`src/rtl/mips_dmem_bridge_if.sv`:
```
// Data-memory bridge bus: core MEM-stage port, external RAM port, LED and TX byte stream.
// Modports: slave (bridge side), master (environment side: core, RAM, consumer).
interface mips_dmem_bridge_if #(
    parameter int LED_W = 16
);
    logic             mem_ren;
    logic             mem_wen;
    logic [31:0]      mem_addr;
    logic [31:0]      mem_dout;
    logic [31:0]      mem_din;
    logic             ram_en;
    logic             ram_we;
    logic [29:0]      ram_addr;
    logic [31:0]      ram_wdata;
    logic [31:0]      ram_rdata;
    logic [LED_W-1:0] led;
    logic             tx_valid;
    logic [7:0]       tx_data;
    logic             tx_ready;

    modport slave (
        input  mem_ren, mem_wen, mem_addr, mem_dout, ram_rdata, tx_ready,
        output mem_din, ram_en, ram_we, ram_addr, ram_wdata, led,
        output tx_valid, tx_data
    );

    modport master (
        output mem_ren, mem_wen, mem_addr, mem_dout, ram_rdata, tx_ready,
        input  mem_din, ram_en, ram_we, ram_addr, ram_wdata, led,
        input  tx_valid, tx_data
    );
endinterface

```
`src/rtl/mips_dmem_bridge.sv`:
```
// MEM-stage data bridge: routes accesses to RAM or MMIO (LED, TX FIFO, STATUS, CYCLE).
// Ports: clk, rst (async active-high), bus (slave). Macro CYCLE_CNT_EN enables CYCLE.
module mips_dmem_bridge #(
    parameter int         FIFO_DEPTH = 4,
    parameter int         LED_W      = 16,
    parameter logic [3:0] MMIO_TAG   = 4'hF
) (
    input logic                 clk,
    input logic                 rst,
    mips_dmem_bridge_if.slave   bus
);
    localparam int PW = $clog2(FIFO_DEPTH);

    logic       wr, rd, mmio;
    logic [1:0] sel;

    assign wr   = bus.mem_wen & ~bus.mem_ren;
    assign rd   = bus.mem_ren;
    assign mmio = (bus.mem_addr[31:28] == MMIO_TAG);
    assign sel  = bus.mem_addr[3:2];

    // Byte offset bits carry no information for word accesses.
    logic unused_addr;
    assign unused_addr = ^bus.mem_addr[1:0];

    assign bus.ram_en    = (rd | wr) & ~mmio;
    assign bus.ram_we    = wr & ~mmio;
    assign bus.ram_addr  = bus.mem_addr[31:2];
    assign bus.ram_wdata = bus.mem_dout;

    logic [7:0]       mem_q [FIFO_DEPTH];
    logic [PW-1:0]    rd_ptr_q, rd_ptr_d;
    logic [PW-1:0]    wr_ptr_q, wr_ptr_d;
    logic [PW:0]      cnt_q, cnt_d;
    logic             ovf_q, ovf_d;
    logic [LED_W-1:0] led_q, led_d;

    logic full, empty, pop, push_req, push_ok, ovf_clr;

    assign full     = (cnt_q == (PW+1)'(FIFO_DEPTH));
    assign empty    = (cnt_q == '0);
    assign pop      = ~empty & bus.tx_ready;
    assign push_req = wr & mmio & (sel == 2'd1);
    // A full FIFO still takes the byte if the head leaves this cycle.
    assign push_ok  = push_req & (~full | pop);
    assign ovf_clr  = wr & mmio & (sel == 2'd2) & bus.mem_dout[8];

    always_comb begin
        rd_ptr_d = rd_ptr_q;
        wr_ptr_d = wr_ptr_q;
        cnt_d    = cnt_q;
        ovf_d    = ovf_q;
        led_d    = led_q;
        if (pop)
            rd_ptr_d = rd_ptr_q + PW'(1);
        if (push_ok)
            wr_ptr_d = wr_ptr_q + PW'(1);
        unique case ({push_ok, pop})
            2'b10:   cnt_d = cnt_q + (PW+1)'(1);
            2'b01:   cnt_d = cnt_q - (PW+1)'(1);
            default: cnt_d = cnt_q;
        endcase
        // Set beats clear when both happen together.
        if (ovf_clr)
            ovf_d = 1'b0;
        if (push_req & ~push_ok)
            ovf_d = 1'b1;
        if (wr & mmio & (sel == 2'd0))
            led_d = bus.mem_dout[LED_W-1:0];
    end

    always_ff @(posedge clk or posedge rst) begin
        if (rst) begin
            rd_ptr_q <= '0;
            wr_ptr_q <= '0;
            cnt_q    <= '0;
            ovf_q    <= 1'b0;
            led_q    <= '0;
        end else begin
            rd_ptr_q <= rd_ptr_d;
            wr_ptr_q <= wr_ptr_d;
            cnt_q    <= cnt_d;
            ovf_q    <= ovf_d;
            led_q    <= led_d;
        end
    end

    // Storage is not reset; the head is masked by tx_valid.
    always_ff @(posedge clk) begin
        if (push_ok)
            mem_q[wr_ptr_q] <= bus.mem_dout[7:0];
    end

    assign bus.tx_valid = ~empty;
    assign bus.tx_data  = mem_q[rd_ptr_q];
    assign bus.led      = led_q;

    logic [31:0] cyc_val;

`ifdef CYCLE_CNT_EN
    logic [31:0] cyc_q, cyc_d;
    logic        cyc_wr;

    assign cyc_wr = wr & mmio & (sel == 2'd3);
    // A loaded value also counts the write edge itself.
    assign cyc_d  = (cyc_wr ? bus.mem_dout : cyc_q) + 32'd1;

    always_ff @(posedge clk or posedge rst) begin
        if (rst)
            cyc_q <= '0;
        else
            cyc_q <= cyc_d;
    end

    assign cyc_val = cyc_q;
`else
    assign cyc_val = '0;
`endif

    logic [3:0]  cnt4;
    logic [31:0] status, mmio_rdata;

    assign cnt4   = 4'(cnt_q);
    assign status = {23'd0, ovf_q, 2'd0, empty, full, cnt4};

    always_comb begin
        mmio_rdata = '0;
        unique case (sel)
            2'd0: mmio_rdata = 32'(led_q);
            2'd1: mmio_rdata = '0;
            2'd2: mmio_rdata = status;
            2'd3: mmio_rdata = cyc_val;
        endcase
    end

    assign bus.mem_din = rd ? (mmio ? mmio_rdata : bus.ram_rdata) : 32'd0;
endmodule

```
`src/flat_wrapper.sv`:
```
// flat-port wrapper written by rule: the top's interface ports become plain ports
module mips_dmem_bridge_flat 
#(
    parameter int         FIFO_DEPTH = 4,
    parameter int         LED_W      = 16,
    parameter logic [3:0] MMIO_TAG   = 4'hF
)
  (clk, rst, bus_mem_ren, bus_mem_wen, bus_mem_addr, bus_mem_dout, bus_ram_rdata, bus_tx_ready, bus_mem_din, bus_ram_en, bus_ram_we, bus_ram_addr, bus_ram_wdata, bus_led, bus_tx_valid, bus_tx_data);
  mips_dmem_bridge_if #(.LED_W(LED_W)) bus_i ();
  input logic clk;
  input logic rst;
  input wire logic [$bits(bus_i.mem_ren)-1:0] bus_mem_ren;
  input wire logic [$bits(bus_i.mem_wen)-1:0] bus_mem_wen;
  input wire logic [$bits(bus_i.mem_addr)-1:0] bus_mem_addr;
  input wire logic [$bits(bus_i.mem_dout)-1:0] bus_mem_dout;
  input wire logic [$bits(bus_i.ram_rdata)-1:0] bus_ram_rdata;
  input wire logic [$bits(bus_i.tx_ready)-1:0] bus_tx_ready;
  output wire logic [$bits(bus_i.mem_din)-1:0] bus_mem_din;
  output wire logic [$bits(bus_i.ram_en)-1:0] bus_ram_en;
  output wire logic [$bits(bus_i.ram_we)-1:0] bus_ram_we;
  output wire logic [$bits(bus_i.ram_addr)-1:0] bus_ram_addr;
  output wire logic [$bits(bus_i.ram_wdata)-1:0] bus_ram_wdata;
  output wire logic [$bits(bus_i.led)-1:0] bus_led;
  output wire logic [$bits(bus_i.tx_valid)-1:0] bus_tx_valid;
  output wire logic [$bits(bus_i.tx_data)-1:0] bus_tx_data;
  assign bus_i.mem_ren = bus_mem_ren;
  assign bus_i.mem_wen = bus_mem_wen;
  assign bus_i.mem_addr = bus_mem_addr;
  assign bus_i.mem_dout = bus_mem_dout;
  assign bus_i.ram_rdata = bus_ram_rdata;
  assign bus_i.tx_ready = bus_tx_ready;
  assign bus_mem_din = bus_i.mem_din;
  assign bus_ram_en = bus_i.ram_en;
  assign bus_ram_we = bus_i.ram_we;
  assign bus_ram_addr = bus_i.ram_addr;
  assign bus_ram_wdata = bus_i.ram_wdata;
  assign bus_led = bus_i.led;
  assign bus_tx_valid = bus_i.tx_valid;
  assign bus_tx_data = bus_i.tx_data;
  mips_dmem_bridge #(.FIFO_DEPTH(FIFO_DEPTH), .LED_W(LED_W), .MMIO_TAG(MMIO_TAG)) u_core (.clk(clk), .rst(rst), .bus(bus_i));
endmodule
```
`config.mk`:
```
export PLATFORM = sky130hd
export DESIGN_NAME = mips_dmem_bridge_flat
export DESIGN_NICKNAME = d
export VERILOG_FILES = /design/src/rtl/mips_dmem_bridge_if.sv /design/src/rtl/mips_dmem_bridge.sv /design/src/flat_wrapper.sv
export SDC_FILE = /design/constraint.sdc
export NUM_CORES = 1
export LEC_CHECK = 0
export CORE_UTILIZATION = 36
export DETAILED_ROUTE_END_ITERATION = 6
export PLACE_DENSITY = 0.91
export SYNTH_ARGS = -nofsm -noshare
export SYNTH_HDL_FRONTEND = slang
export SYNTH_SLANG_ARGS = --single-unit
```
`constraint.sdc`:
```
create_clock -name clk -period 2.45 [get_ports clk]
set_clock_uncertainty 0.2 [all_clocks]
set_input_delay 0.6125 -clock clk [delete_from_list [all_inputs] [get_ports clk]]
set_output_delay 0.6125 -clock clk [all_outputs]
set_load 0.02 [all_outputs]
```
### After elaboration in Yosys (flattened, before gate mapping)

Memories as Yosys holds them, arrays and structs flattened.
Cells that the tools add are included.

* bits in latches: 0
* output and inout port bits: 121
* flip-flop bits (word level): 24
* memories kept: 1
* bits of input ports: 101
* bits in read-only memories: 0
* word-level logic and storage cells: 48
* RAM bits: 32

* bitwise logic cells: 18
* shift-type cells: 0
* muxes and demuxes: 8
* $lt $le $gt $ge: 0
* multiply operators: 0
* reduce and logical (&&, ||, !) cells: 5
* eq/ne operators: 7
* divide/modulo/power cells: 0
* $add $sub $neg: 4

Memory list
* u_core.mem_q: words 4, bits a word 8, rd ports 1, clocked after Yosys merged registers in 0, wr ports 1, line mips_dmem_bridge.sv:31 `logic [7:0] mem_q [FIFO_DEPTH];`

Operators with widths (number)
* 32-bit case mux with 3 select lines: 1
* 32-bit 2-to-1 mux: 2
* 1-bit AND: 11
* 2-bit == test (second input constant): 3
* 3-bit case mux with 2 select lines: 1
* 1-bit NOT: 5
* 2-bit by 1-bit adder with 2-bit output (second input constant): 2
* 2-bit by 1-bit == test with 1-bit output (second input constant): 2
* 4-bit == test (second input constant): 1
* 1-bit 2-to-1 mux: 4
* 2-bit nonzero test: 2
* 3-bit by 1-bit adder with 3-bit output (second input constant): 1
* 3-bit == test (second input constant): 1
* 3-bit logical NOT: 1
* 3-bit by 1-bit subtractor with 3-bit output (second input constant): 1
* 2-bit logical NOT: 1
* 1-bit OR: 2
* 2-bit OR reduction: 1

### Depth between registers and ports, before layout

Gate-level depths: netlist of the first run.

* depth after elaboration: 8
* gate-level depth with buffers: 10
* gate-level depth less buffers: 9

### Worst setup path after synthesis of the first run

OpenSTA, ideal clock, no wires.

* path type: input port to output port
* start: in bus_mem_addr[3]
* end: out bus_mem_din[10]
* path buffers: 2
* stages: 5
* required time: 1.637 ns
* setup slack: -0.118 ns
* data arrival time: 1.755 ns
* path through: buf_6 -> nor2_2 -> buf_2 -> nand3_1 -> a21boi_0

* cells in the longest elaborated chain, start to end: 5
* elaborated cells between the ends (all ways): 8
* classes of those cells: eq/ne: 3; mux: 3; reduce/logical: 2

RTL lines
* from (decl): line flat_wrapper.sv:14 `input wire logic [$bits(bus_i.mem_addr)-1:0] bus_mem_addr;`
* 2-bit == test or 2-bit by 1-bit == test with 1-bit output (tied branches): line mips_dmem_bridge.sv:128 `unique case (sel)`
* 2-bit OR reduction (no line)
* 32-bit case mux with 3 select lines (*): line mips_dmem_bridge.sv:128
* 32-bit 2-to-1 mux (*) (2 in series): line mips_dmem_bridge.sv:136 `assign bus.mem_din = rd ? (mmio ? mmio_rdata : bus.ram_rdata) : 32'd0;`
* to (decl): line flat_wrapper.sv:18 `output wire logic [$bits(bus_i.mem_din)-1:0] bus_mem_din;`

Mark *: on every way between the ends. The rest lies on a longest branch, timed or not. The select of a mux whose other input is x is not followed.

### Worst setup path after layout of the first run

* start: reg u_core.rd_ptr_q[0]
* end: out bus_tx_data[7]

* cells in the longest elaborated chain, start to end: 1

RTL lines
* from (decl): line mips_dmem_bridge.sv:32 `logic [PW-1:0] rd_ptr_q, rd_ptr_d;`
* from (signal assigned): line mips_dmem_bridge.sv:80 `rd_ptr_q <= rd_ptr_d;`
* memory 4 x 8 bit
* to (decl): line flat_wrapper.sv:25 `output wire logic [$bits(bus_i.tx_data)-1:0] bus_tx_data;`

No other way between the ends.

==> results of run 1 <==
[cell usage in the layout (no fill, tap or decap), types with 4 or more instances in the layout]
cell             Yosys  final
clkdlybuf4s50_1      0     71
buf_4               62     50
edfxtp_1            32     32
dfrtp_1             24     22
dlygate4sd2_1        0     18
and3_1              16     16
clkdlybuf4s15_2      0     16
nand2_1             15     15
mux2_4              11     11
buf_6                3     11
nand3_1             11     10
inv_1                9      9
buf_2                3      9
mux4_2               8      8
a21boi_1             2      8
mux2_2               6      6
a21boi_2             0      5
mux2i_1              5      5
clkbuf_8             0      5
xnor2_1              4      4
nor2_1               4      4
or3_1                4      4
and2_2               4      4
ha_1                 5      4
buf_12               0      4
[metal layers]
metal	vias to the layer above	GRT usage [%]	wire (microns)
li1	1126	-	-
met1	1185	23.6	3640
met2	120	36.5	4990
met3	30	3.87	634
met4	0	6.99	238
met5	-	0	0
[logic make-up (layout without fill, tap and decap cells)]
| family | count (synthesis) | in the layout | synth area share (%) |
|---|---|---|---|
| DFF | 56 | 56 | 47.2 |
| AOI/OAI and AO/OA | 24 | 24 | 5.29 |
| buffers and inverters | 85 | 201 | 17.5 |
| xor gates and xnor gates | 6 | 6 | 1.59 |
| muxes | 30 | 30 | 14.0 |
| and+or+nand+nor | 64 | 64 | 12.0 |
| adders and majority gates | 6 | 6 | 2.49 |
[worst max path at each step]
stage / from / to / slack [ns]
3_3_place_gp: bus_mem_addr[2] / bus_mem_din[3] / -0.97
6_report: u_core.rd_ptr_q[0] / bus_tx_data[7] / 0.06
2_1_floorplan: bus_mem_addr[31] / bus_mem_din[3] / 0.003
4_1_cts: bus_mem_addr[2] / bus_mem_din[5] / 0.004
3_5_place_dp: bus_mem_addr[2] / bus_mem_din[3] / -0.94
5_1_grt: bus_mem_addr[2] / bus_mem_din[10] / -0.005
[metrics by stage]
stage | std cells | hold slack [ns] | setup slack [ns] | utilization, % | total power, uW
2_1_floorplan | 271 | 0.316 | 0.00322 | - | 1920
3_3_place_gp | 481 | 0.329 | -0.973 | 52.5 | 2370
3_5_place_dp | 481 | 0.329 | -0.939 | 52.5 | 2410
4_1_cts | 494 | 0.367 | 0.00394 | 53.9 | 2900
5_1_grt | 495 | 0.322 | -0.00544 | 54.8 | 3050
6_report | 495 | 0.336 | 0.0579 | 54.8 | 2900
[power breakdown]
part	internal (uW)	switching (uW)	leakage, uW	total [uW]
clock	211	322	0.0000463	532
sequential	1070	102	0.000599	1180
combinational	624	565	0.00144	1190
total	1910	989	0.00208	2900
[worst max-delay path, delay by kind of cell (launching register included)]
kind / cells / cell delay, ns
muxes: 1 / 0.52
DFF: 1 / 0.41
buffers and inverters: 2 / 0.35
[state kept, by name (all words and copies together), names as in the netlist]
signal and flops:
u_core.bus.led 16, u_core.cnt_q 3, u_core.mem_q 32, u_core.ovf_q 1, u_core.rd_ptr_q 2, u_core.wr_ptr_q 2
[timing repair]
item / CTS / global route
endpoints found under the hold margin: 0 / 0
setup buffers: 3 / 2
gates resized for setup: 228 / 34
gates cloned: 2 / 0
endpoints found under the setup margin: 98 / 20
pin swaps: 10 / 13
[final cells by class]
cell class / instances / area, sq um
Fill cell: 741 / 3980
Timing Repair Buffer: 184 / 1750
Sequential cell: 56 / 1560
Multi-Input combinational cell: 130 / 1250
Tap cell: 108 / 135
Clock buffer: 5 / 68.8
Inverter: 9 / 33.8
Clock inverter: 3 / 27.5
==> impl_metrics.py, run 1 <==
metrics = {
    "floorplanning": {
        "io_pins": 222,
        "rows": 34,
        "die_x_microns": 97.9,
        "die_y_microns": 97.9,
        "floorplan.initialDensity_pct": 37.6,
        "dieArea_sq_mm": 0.00958,
        "core-area_sq_mm": 0.00881,
    },
    "clock_network": {
        "clockBufferDepth": 2,
        "cts_root_buf": "clkbuf_8",
        "cts_tree": "done",
        "clk_latency_ns": 0.32,
        "cts_num_sinks": 56,
        "cts_made_buffers": 5,
        "ctsHoldBuffers": 0,
        "clk_pin_slew_ns": 0.11,
        "ctsHtreeMaxLevel": 2,
    },
    "setup_path": {
        "endpoint_kind": "output pin",
        "start_kind": "register",
        "crit_path_top_delay_cell": "mux4_2",
        "critPathRequiredTime_ns": 1.64,
        "reg2reg_slack_ns": 0.14,
        "timing.rr.end": "u_core.cnt_q[2]",
        "cp_cell_sequence": "buf_4 > mux4_2 > buf_2",
        "crit_type": "reg2out",
        "arrival_ns": 1.58,
        "r2r_start": "u_core.cnt_q[1]",
        "crit_fanout": 4,
        "cpPeakStageDelay_ns": 0.52,
        "reg2reg_depth": 10,
    },
    "synth": {
        "synth_top_area_share_pct": 29.0,
        "yosys_warnings": 0,
        "postSynthAreaPerCell_sq_um": 12.2,
        "synth_cells": 271,
        "synthFlopType": "edfxtp_1",
        "synth_commonest_cells": "buf_4, edfxtp_1, dfrtp_1, and3_1, nand2_1",
        "async_flop_share_pct": 42.9,
        "ys_seq_elements": 56,
        "seq_area_frac_synth_pct": 47.2,
        "yosysMostFrequentCell": "buf_4",
        "synth_area_leaders": "edfxtp_1, dfrtp_1, buf_4",
        "synth-edff-count": 32,
        "syn_area_sq_mm": 0.00331,
        "synthesis.nets": 378,
        "synth_cell_types": 41,
        "yosys.area.top_type": "edfxtp_1",
    },
    "finish": {
        "drive_gt1_share_pct": 39.0,
        "diodes": 0,
        "area_delta_synth_final_pct": 45.7,
        "final_nets": 493,
        "design_area_sq_mm": 0.00482,
    },
    "routing": {
        "drt-total-wl_mm": 9.50,
        "drt-vias-per-instance": 4.97,
        "ant_nets": 0,
        "vias": 2461,
        "first_pass_iters": 6,
        "wl_per_cell_microns": 19.2,
        "drcViolationCount": 14,
        "drt_iter0_drc": 86,
    },
    "min_path": {
        "min_path_cells": 2,
        "hp-class": "in2reg",
        "holdCritStartpoint": "bus_mem_addr[3]",
        "whs_endpoint": "u_core.ovf_q",
    },
    "timing": {
        "fmax_mhz": 418,
        "rsz0062_at_grt": "true",
        "setup_violations": 0,
        "timing.final.crit_share_pct": 97.6,
        "hold_violations": 0,
        "relSlewSlack_pct": 77.4,
        "period_minus_slack_ns": 2.39,
        "setup-tns-final_ns": 0,
        "max_slew.worst_pin.slew_ns": 0.339,
        "slew_violations": 0,
    },
    "grt": {
        "grt_pass1_wl_mm": 14.8,
        "overflow": 0,
        "grt_max_degree": 25,
        "antenna_found_initial": 0,
        "grt_pass1_vias": 2703,
        "grt_usage_pct": 20.1,
    },
    "placement": {
        "gp_congestion": 0.829,
        "placed_area_sq_mm": 0.00462,
        "dpl.hpwl_mm": 7.06,
        "io_buffers": 139,
    },
    "power": {
        "p_leak_uw": 0.00208,
        "power_density_mw_per_mm2": 601,
        "irDropWorstVdd_uv": 323,
    },
    "outcome": {
        "status": "finished with violations",
        "violations": "DRC",
    },
    "flow_run": {
        "drv_cap": 0,
    },
}
(Power assumes the default switching activity.)
==> run 2: changes to the inputs <==
Settings changed: CORE_AREA from default to 2 2 86 88, CORE_UTILIZATION 36 to default, DIE_AREA from default to 0 0 88 90, DONT_BUFFER_PORTS from default to 1, PLACE_DENSITY 0.91 to 0.72.
==> run 2 against run 1 <==
  * The flow now finishes without violations
  * Core utilization fell by 8.9 points
  * Wire length fell by 26%
  * Combinational power fell by 41%
  * Non-clock buffer count fell by 156
  * Die area fell by 17%
  * Critical path depth rose by 1
  * Flip-flop and latch count did not move
  * Design area fell by 33%
  * Register-to-register slack barely moved
  * Clock power fell by 4%
  * Power fell by 16%
  * Critical path type unchanged
==> impl_metrics.py, run 2 (same netlist as run 1, synthesis figures left out) <==
metrics = {
    "finish": {
        "fillCellCount": 628,
        "drive_gt1_share_pct": 31.6,
        "finish.utilization_pct": 45.9,
        "final_cell_mix": "edfxtp_1, buf_4, dfrtp_1",
        "largest-register": "u_core.mem_q",
        "final_nets": 337,
        "largest_reg_flops": 32,
        "fin_cells": 331,
        "area_delta_synth_final_pct": -2.65,
        "design_area_sq_mm": 0.00322,
        "layout_commonest_cell": "edfxtp_1",
    },
    "setup_path": {
        "start_kind": "register",
        "r2r_start": "u_core.cnt_q[1]",
        "critPathRequiredTime_ns": 1.64,
        "crit_fanout": 3,
        "crit_type": "reg2out",
        "crit_start": "u_core.bus.led[8]",
        "endpoint_kind": "output pin",
        "arrival_ns": 1.54,
    },
    "outcome": {
        "status": "finished clean",
    },
    "grt": {
        "grt_usage_pct": 18.1,
        "grt_max_degree": 37,
        "grt_pass1_wl_mm": 10.8,
        "grt_pass1_vias": 1948,
        "overflow": 0,
        "antenna_found_initial": 2,
    },
    "placement": {
        "io_buffers": 0,
        "placed_area_sq_mm": 0.00310,
        "gp_congestion": 0.750,
        "placed_cells": 321,
        "dpl.hpwl_mm": 5.24,
    },
    "clock_network": {
        "clockBufferDepth": 2,
        "cts_num_sinks": 56,
        "ctsHoldBuffers": 0,
        "cts_made_buffers": 5,
        "clk_latency_ns": 0.30,
        "cts_tree": "done",
        "cts_root_buf": "clkbuf_8",
        "ctsHtreeMaxLevel": 2,
        "clk_pin_slew_ns": 0.10,
    },
    "floorplanning": {
        "floorplan.initialDensity_pct": 47.2,
        "die_x_microns": 88,
        "core-area_sq_mm": 0.00702,
        "rows": 31,
        "io_pins": 222,
        "dieArea_sq_mm": 0.00792,
        "die_y_microns": 90,
    },
    "routing": {
        "drt_iter0_drc": 100,
        "first_pass_iters": 4,
        "drt-vias-per-instance": 5.58,
        "wl_per_cell_microns": 21.2,
        "ant_nets": 0,
        "drcViolationCount": 0,
        "vias": 1848,
        "drt-total-wl_mm": 7.00,
    },
    "timing": {
        "period_minus_slack_ns": 2.36,
        "hold_violations": 0,
        "setup-tns-final_ns": 0,
        "setup_violations": 0,
        "max_slew.worst_pin.slew_ns": 0.409,
        "fmax_mhz": 425,
        "slew_violations": 0,
        "relSlewSlack_pct": 72.6,
        "rsz0062_at_grt": "true",
        "timing.final.crit_share_pct": 96.1,
    },
    "power": {
        "power_uw": 2420,
        "power_density_mw_per_mm2": 751,
        "p_leak_uw": 0.00135,
        "irDropWorstVdd_uv": 218,
    },
    "flow_run": {
        "drv_cap": 0,
    },
    "min_path": {
        "hp-class": "in2async",
    },
}
==> run 2: cell count changes in the layout (fill, tap and decap cells not counted), moves of 3 or more <==
cell,before,now
buf_2,9,0
a21boi_2,5,0
buf_6,11,1
buf_12,4,1
buf_4,50,26
clkdlybuf4s50_1,71,0
clkdlybuf4s15_2,16,0
dlygate4sd2_1,18,0
a21boi_1,8,12
==> run 2: final cells by class <==
| class | instances | area (sq um) | area share [%] |
|---|---|---|---|
| clock inverters | 3 | 21.3 | 0.660 |
| well taps | 99 | 124 | 3.84 |
| diodes | 1 | 2.50 | 0.0776 |
| multi-input cells | 130 | 1180 | 36.7 |
| repair buffers | 28 | 226 | 7.03 |
| clock buffers | 5 | 68.8 | 2.14 |
| inverters | 9 | 33.8 | 1.05 |
| flip-flops and latches | 56 | 1560 | 48.5 |
==> run 2: worst paths after layout <==
path | end | slack, ns | cells after the start
max | bus_mem_din[8] | 0.09 | 4
min | u_core.bus.led[6] | 0.03 | 2
max reg2reg | u_core.cnt_q[2] | 0.15 | 9
min reg2reg | u_core.ovf_q | 0.37 | 2
max in group asynchronous | u_core.bus.led[2] | 1.74 | 2
min in group clk | u_core.ovf_q | 0.19 | 1
==> run 2: report_power, final <==
part | internal [uW] | switching [uW] | total, uW
Sequential | 1070 | 130 | 1200
Clock | 204 | 309 | 513
Combinational | 328 | 378 | 707
Total | 1600 | 817 | 2420
==> run 2: repair_timing <==
item / CTS / global route
endpoints found under the setup margin: 4 / 3
pin swaps: 0 / 1
resized for setup: 2 / 2
buffers inserted: 0 / 1
endpoints found under the hold margin: 0 / 0
==> run 2: per-stage QoR <==
step / setup slack, ns / hold slack (ns)
finish: 0.0948 / 0.0284
global route: -0.00377 / 0.0563
global placement: -0.0249 / 0.349
CTS: 0.0396 / 0.0398
detailed placement: -0.00997 / 0.360
floorplan: 0.00322 / 0.316
==> run 2: critical path: stages, from the launching register on <==
cell and delay [ns]:
dfrtp_1 0.49, mux2i_1 0.11, or3_1 0.31, a21boi_1 0.17, buf_4 0.16
==> run 2: per-layer routing <==
| layer | routed length, microns | vias to the layer above | track usage [%] | share of wire, % |
|---|---|---|---|---|
| li1 | - | 809 | - | - |
| met1 | 2620 | 925 | 21.4 | 37 |
| met2 | 3690 | 93 | 30.4 | 53 |
| met3 | 560 | 19 | 5.88 | 8.0 |
| met4 | 116 | 2 | 6.67 | 1.7 |
| met5 | 13 | - | 0 | 0.19 |
